`src/rtl/sram_sp_req_ctrl.sv`:
```
// sram_sp_req_ctrl: requester-side controller for the single-port SRAM wrapper.
// Turns a valid/ready request stream into the wrapper's pins and returns read data in
// request order through a response FIFO. Read issue is gated by a credit count, so the
// FIFO always has room for every read that is in flight.
// Ports:
//   clk, rst_n                         clock, asynchronous active-low reset
//   req_valid/req_ready/req_wr/
//   req_addr/req_wdata                 request channel (req_wr=1 write, 0 read)
//   rsp_valid/rsp_ready/rsp_rdata      read response channel, in read order
//   sram_addr/sram_wen/sram_ren/
//   sram_wdata/sram_rdata              wrapper pins
//   busy                               reads outstanding (pipe + FIFO) != 0
module sram_sp_req_ctrl #(
    parameter int unsigned DATA_BIT       = 32,
    parameter int unsigned DEPTH          = 512,
    parameter int unsigned ADDR_BIT       = $clog2(DEPTH),
    parameter int unsigned RD_LAT         = 2,
    parameter int unsigned RSP_FIFO_DEPTH = 4
) (
    input  logic                clk,
    input  logic                rst_n,
    input  logic                req_valid,
    output logic                req_ready,
    input  logic                req_wr,
    input  logic [ADDR_BIT-1:0] req_addr,
    input  logic [DATA_BIT-1:0] req_wdata,
    output logic                rsp_valid,
    input  logic                rsp_ready,
    output logic [DATA_BIT-1:0] rsp_rdata,
    output logic [ADDR_BIT-1:0] sram_addr,
    output logic                sram_wen,
    output logic                sram_ren,
    output logic [DATA_BIT-1:0] sram_wdata,
    input  logic [DATA_BIT-1:0] sram_rdata,
    output logic                busy
);

    localparam int unsigned OCC_W = $clog2(RSP_FIFO_DEPTH + 1);
    localparam int unsigned PTR_W = (RSP_FIFO_DEPTH > 1) ? $clog2(RSP_FIFO_DEPTH) : 1;

    logic [OCC_W-1:0]    occ;
    logic [OCC_W-1:0]    count;
    logic [RD_LAT-1:0]   pipe;
    logic [PTR_W-1:0]    wr_ptr;
    logic [PTR_W-1:0]    rd_ptr;
    logic [DATA_BIT-1:0] mem [RSP_FIFO_DEPTH];
    logic                fire;
    logic                push;
    logic                pop;

    // Pointer increment that wraps at the FIFO depth (any depth, not just powers of 2).
    function automatic logic [PTR_W-1:0] ptr_inc(input logic [PTR_W-1:0] p);
        return (p == PTR_W'(RSP_FIFO_DEPTH - 1)) ? '0 : p + PTR_W'(1);
    endfunction

    // Request acceptance and SRAM pin pass-through.
    always_comb begin
        req_ready  = rst_n && (occ < OCC_W'(RSP_FIFO_DEPTH));
        fire       = req_valid && req_ready;
        sram_wen   = fire && req_wr;
        sram_ren   = fire && !req_wr;
        sram_addr  = req_addr;
        sram_wdata = req_wdata;
    end

    // Response side: FWFT head, forced to zero when empty so nothing stale is visible.
    always_comb begin
        push      = pipe[RD_LAT-1];
        rsp_valid = (count != '0);
        pop       = rsp_valid && rsp_ready;
        rsp_rdata = rsp_valid ? mem[rd_ptr] : '0;
        busy      = (occ != '0);
    end

    // Credit counter: reads accepted and not yet popped.
    always_ff @(posedge clk or negedge rst_n) begin
        if (!rst_n) begin
            occ <= '0;
        end else begin
            case ({sram_ren, pop})
                2'b10:   occ <= occ + OCC_W'(1);
                2'b01:   occ <= occ - OCC_W'(1);
                default: occ <= occ;
            endcase
        end
    end

    // Read latency pipe; the tail bit marks the cycle sram_rdata is valid.
    always_ff @(posedge clk or negedge rst_n) begin
        if (!rst_n) begin
            pipe <= '0;
        end else begin
            pipe <= RD_LAT'({pipe, sram_ren});
        end
    end

    // FIFO control state.
    always_ff @(posedge clk or negedge rst_n) begin
        if (!rst_n) begin
            wr_ptr <= '0;
            rd_ptr <= '0;
            count  <= '0;
        end else begin
            if (push) wr_ptr <= ptr_inc(wr_ptr);
            if (pop)  rd_ptr <= ptr_inc(rd_ptr);
            case ({push, pop})
                2'b10:   count <= count + OCC_W'(1);
                2'b01:   count <= count - OCC_W'(1);
                default: count <= count;
            endcase
        end
    end

    // FIFO storage; contents are unreachable after reset because count is cleared.
    always_ff @(posedge clk) begin
        if (push) mem[wr_ptr] <= sram_rdata;
    end

    // Credit accounting must make a push into a full FIFO impossible.
    a_no_overflow: assert property (@(posedge clk) disable iff (!rst_n)
        !(push && (count == OCC_W'(RSP_FIFO_DEPTH)) && !pop));

endmodule

```
`config.mk`:
```
export PLATFORM = sky130hd
export DESIGN_NAME = sram_sp_req_ctrl
export DESIGN_NICKNAME = d
export VERILOG_FILES = /design/src/rtl/sram_sp_req_ctrl.sv
export SDC_FILE = /design/constraint.sdc
export NUM_CORES = 1
export LEC_CHECK = 0
export CAP_MARGIN = 20
export CORE_ASPECT_RATIO = 1.1
export CORE_MARGIN = 5
export CORE_UTILIZATION = 48
export DETAILED_ROUTE_END_ITERATION = 8
export PLACE_DENSITY = 0.78
export SYNTH_ARGS = -nofsm -noshare
export SYNTH_HDL_FRONTEND = slang
export SYNTH_SLANG_ARGS = --single-unit
```
`constraint.sdc`:
```
create_clock -name clk -period 2.2 [get_ports clk]
set_input_delay 0.44 -clock clk [delete_from_list [all_inputs] [get_ports clk]]
set_output_delay 0.44 -clock clk [all_outputs]
set_load 0.02 [all_outputs]
```
==> Word level (Yosys, flattened, before mapping) <==
Memory sizes are Yosys's and may differ from the RTL's.
Cells that the tools add are included.
{ "op_classes": {"muxes": 7, "reduce_logical": 10, "eq_ne": 6, "n_lt_le_gt_ge": 1, "addsub": 6} }
{ "op_table": {"columns": ["cell", "n"], "rows": [
  ["32-bit two-way mux", 1],
  ["3-bit one-hot mux with 2 select lines", 2],
  ["2-bit == test (second input constant)", 4],
  ["3-bit by 1-bit adder with 3-bit output (second input constant)", 2],
  ["3-bit nonzero test", 2],
  ["3-bit by 1-bit subtractor with 3-bit output (second input constant)", 2],
  ["1-bit logical AND", 5],
  ["2-bit by 1-bit adder with 2-bit output (second input constant)", 2],
  ["2-bit by 1-bit == test with 1-bit output (second input constant)", 2],
  ["2-bit two-way mux", 2],
  ["2-bit nonzero test", 2],
  ["3-bit less-than comparator (second input constant)", 1],
  ["1-bit two-way mux", 2],
  ["1-bit zero test", 1]
]} }
{ "totals": {"in_bits": 78, "mem_bits_rw": 128, "regBits": 12, "wordCells": 36, "mem_count": 1, "out_inout_bits": 78} }
{ "mem_list": {"columns": ["name", "words", "width", "read_ports", "rd_ports_with_merged_regs", "write_ports", "line", "source"], "rows": [
  ["mem", 4, 32, 1, 0, 1, "46", "logic [DATA_BIT-1:0] mem [RSP_FIFO_DEPTH];"]
]} }

==> Logic depth before layout (Yosys ltp) <==
Gate-level depths: netlist of run 1.
{ "depth": {"ltp_word": 6, "mapped_depth": 8, "depth_no_buf": 8} }

==> Least setup slack after synthesis of run 1 <==
Ideal clock, no wire load.
{ "synth_timing": {"kind": "in2reg", "start": "input rst_n", "end": "register occ[2]", "t_arrival_ps": 2159, "path_slack_ps": -84, "setup_ps": 125, "path_buffers": 0, "stages": 8, "required_time_ps": 2075, "path_cell_list": "nor2b_1 nand2_1 or2_2 ha_1 fa_1 xnor2_1 nor2_1 xor2_1"} }
{ "synth_via": {"elab_chain_len": 5} }
{ "synth_lines": {"columns": ["item", "line", "source"], "rows": [
  ["start: declaration", "21", "input logic rst_n,"],
  ["1-bit logical AND (*)", "58", "req_ready = rst_n && (occ < OCC_W'(RSP_FIFO_DEPTH));"],
  ["1-bit logical AND (*)", "59", "fire = req_valid && req_ready;"],
  ["1-bit logical AND (*)", "61", "sram_ren = fire && !req_wr;"],
  ["2-bit by 1-bit == test with 1-bit output or 2-bit == test (tied branches)", "80", "case ({sram_ren, pop})"],
  ["3-bit one-hot mux with 2 select lines or 2-bit nonzero test (tied branches)", null, null],
  ["end signal: assignment", "81", "2'b10: occ <= occ + OCC_W'(1);"],
  ["end signal: assignment", "82", "2'b01: occ <= occ - OCC_W'(1);"],
  ["end: declaration", "41", "logic [OCC_W-1:0] occ;"]
]} }
Mark *: on every way between the ends. The rest lies on a longest branch, timed or not.
A chain may end at the register's enable or synchronous reset.

==> Worst setup path after layout of run 1 <==
{ "layout_timing": {"start": "register rd_ptr[0]", "end": "output rsp_rdata[10]"} }
{ "layout_via": {"elab_chain_len": 2} }
{ "layout_lines": {"columns": ["item", "line", "source"], "rows": [
  ["start: declaration", "45", "logic [PTR_W-1:0] rd_ptr;"],
  ["start signal: assignment", "105", "if (pop) rd_ptr <= ptr_inc(rd_ptr);"],
  ["memory read 4 x 32 bit", null, null],
  ["32-bit two-way mux", "71", "rsp_rdata = rsp_valid ? mem[rd_ptr] : '0;"],
  ["end: declaration", "29", "output logic [DATA_BIT-1:0] rsp_rdata,"]
]} }
Every way passes these cells.

==> results of run 1 <==
## cells by family after synthesis
family / Yosys count / share of synthesized area
adders and majority gates: 9 / 0.0218
buffers and inverters: 58 / 0.0738
xor gates and xnor gates: 6 / 0.00898
muxes: 36 / 0.134
and+or+nand+nor: 49 / 0.0511
DFF: 140 / 0.708
AOI/OAI and AO/OA: 2 / 0.00171
## area by class of cell
cell class | instances | area share
repair buffers | 103 | 0.145
multi-input cells | 102 | 0.181
well taps | 154 | 0.0262
flip-flops and latches | 140 | 0.563
clock inverters | 14 | 0.0239
inverters | 6 | 0.00306
clock buffers | 18 | 0.0582
## Yosys cell counts
library cell  instances  area, sq um
mux4_1                4          105
ha_1                  7         87.6
buf_12                3         60.1
inv_1                 6         22.5
fa_1                  2         40.0
mux2_4                2         30.0
or3_1                 2         12.5
mux2i_1               1         10.0
and3_1                1         6.26
or2_2                 1         6.26
buf_4                41          308
nor2b_1               1         6.26
buf_2                 3         15.0
xor2_1                3         26.3
buf_6                 1         11.3
mux4_2               28          631
nand2_1               2         7.51
and2_1               36          225
edfxtp_1            128         3840
and2_4                1         8.76
xnor2_1               3         26.3
nor2_1                4         15.0
mux2_2                1         11.3
o21ai_0               2         10.0
or3_4                 1         11.3
clkbuf_1              4         15.0
dfrtp_1              12          300
## worst min path at each step
stage	end	slack, ns	cells after the start
final	occ[1]	0.36	2
after global routing	pipe[1]	0.37	2
after CTS	pipe[1]	0.36	2
after detailed placement	pipe[1]	0.35	0
after global placement	pipe[1]	0.36	0
after floorplan	count[0]	0.14	0
## metrics by stage
step | util | hold slack [ns] | worst slack (ns) | TNS [ns] | area [sq um]
after floorplan | - | 0.144 | 0.0565 | 0 | 5850
after global placement | 0.552 | 0.356 | -0.283 | -4.58 | 6610
after detailed placement | 0.552 | 0.354 | -0.340 | -5.01 | 6610
after CTS | 0.616 | 0.355 | -0.149 | -3.87 | 7390
after global routing | 0.615 | 0.370 | -0.197 | -5.34 | 7370
final | 0.615 | 0.358 | -0.121 | -2.89 | 7370
## routing by layer
| layer | part of all wire | up-vias | track usage |
|---|---|---|---|
| met4 | 0.035 | 0 | 0.0704 |
| met3 | 0.074 | 52 | 0.0633 |
| met2 | 0.50 | 92 | 0.253 |
| met1 | 0.39 | 1412 | 0.188 |
| li1 | - | 1241 | - |
| met5 | 0 | - | 0 |
## cells in the final DEF (no fill, tap or decap), types with 2 or more instances in the layout
master and count:
buf_12 6, and2_4 26, and2_2 4, or3_1 2, and2_1 7, clkbuf_16 17, buf_4 21, dfrtp_1 10
nor2_1 4, ha_1 7, buf_16 2, bufinv_16 4, clkinv_1 4, clkdlybuf4s50_1 36, buf_2 7, mux4_2 32
clkinvlp_4 3, xor2_1 3, edfxtp_1 128, nand2_1 2, buf_6 27, clkinv_2 2, dfrtp_2 2, inv_1 6
o21ai_0 2, xnor2_1 3, fa_1 2, mux2_4 2, dlygate4sd2_1 3
## power by group through the flow
stage,Sequential (mW),Clock [mW],Combinational [mW]
after floorplan,3.24,0,2.25
after global placement,3.29,0,3.37
after detailed placement,3.30,0,3.41
after CTS,3.23,2.93,4.01
after global routing,3.25,3.07,4.19
final,3.23,2.87,3.92
## registers in the layout, summed over array words and instances (netlist names)
| name | cells |
|---|---|
| rd_ptr | 2 |
| mem | 128 |
| wr_ptr | 2 |
| count | 3 |
| pipe | 2 |
| occ | 3 |
## timing repair
action                     CTS  global route
hold endpoints to repair     0             0
setup endpoints to repair   37            34
gates cloned                 2             0
resized for setup          221             4
pin swaps                   22             2
buffers inserted             8             1
## critical path, cell delays in order (launching register included)
cell and delay [ns]:
dfrtp_2 0.41, buf_6 0.15, buf_12 0.12, mux4_2 0.52, and2_4 0.16, buf_6 0.12
==> out/results.ini, run 1 <==
[pwr]
swShare=0.279
internal_power_mw=7.22
p_clk_frac=0.286
pwr-share-seq=0.323
ir_worst_vdd_mv=0.613
power_mw=10.0
p_comb_frac=0.391
p_per_area_mw_per_mm2=1360
power.switching_mw=2.79
power_leakage_nw=2.64

[detailed_routing]
antenna_left=0
vias_per_cell=5.21
vias=2797
routed_wl_um=10700
first_pass_iters=4
drt_iter0_markers=147
wl_per_cell_um=20.0
drc=0

[worst_setup_path]
r2r_cells=7
end_kind=primary output
crit_end=rsp_rdata[10]
crit_type=reg -> out
r2r_slack_ns=0.11
r2r_end=occ[2]
cp_max_fo=5
cp-startpoint=rd_ptr[0]
r2r_start=count[2]
required_ns=1.76
critical_path_arrival_ns=1.88
start_kind=flop

[timing]
fmax_mhz=431
hold_viol=0
period_needed_ns=2.32
rsz0062_at_grt=true
slew_viol_final=0
tightest_slew_ns=0.396
relSlewSlack=0.736
finalClockSkew_ns=0.00460
setup_viol=31
timing.final.ws_setup_ns=-0.121
fin_crit_sh=1.05

[placement]
place.gp.congestion=0.702
io_buffers=73
dp_cells=496
hpwl_um=6840

[global_route]
overflow=0
grt_pass1_vias=3104
grt_max_degree=23
groute.usage.overall=0.158
grt_pass1_wl_um=17000
antenna_found_initial=0

[clock_tree]
cts_buffer_depth=2
clockRootBuffer=clkbuf_16
clock_sinks=140
path_clk_slew_ns=0.05
cts_hold_buf=0
cts_tree=built
cts_buffers=17
htreeDepth=4
insertion_delay_ns=0.40

[final_layout]
fin_nets=457
area_growth_syn_to_layout_pct=25.9
fin_cells=537
seqCellArea_sq_mm=0.00415
antenna_cells=0
fillers=858
layout-drive-gt1-share=0.420
multi_input_area_sq_mm=0.00133

[floorplanning]
die_height_um=126
rows=42
io_pins=156
dieWidth_um=115
initial_utilization=0.488
core_area_sq_mm=0.0120
die-area_sq_mm=0.0145

[yosys]
synth_cell_types=27
netlist_instances=300
ys_seq_area_frac=0.708
synth_area_sq_mm=0.00585
synth_warnings=0
yosys_register_bits=140
syn_nets=387
syn_area_per_cell_sq_um=19.5

[hold_path]
min_path_type=in -> async

[outcome]
violations=setup timing
outcome=finished with violations

[run]
cap_violations=0

Power figures use the tool's default switching activity.
==> inputs of run 2 (changes only) <==
--- a/config.mk
+++ b/config.mk
@@ -5,7 +5,6 @@
 export SDC_FILE = /design/constraint.sdc
 export NUM_CORES = 1
 export LEC_CHECK = 0
-export CAP_MARGIN = 20
 export CORE_ASPECT_RATIO = 1.1
 export CORE_MARGIN = 5
 export CORE_UTILIZATION = 48
==> results of run 2 <==
The final DEF is identical to that of run 1; final timing and power are the same.
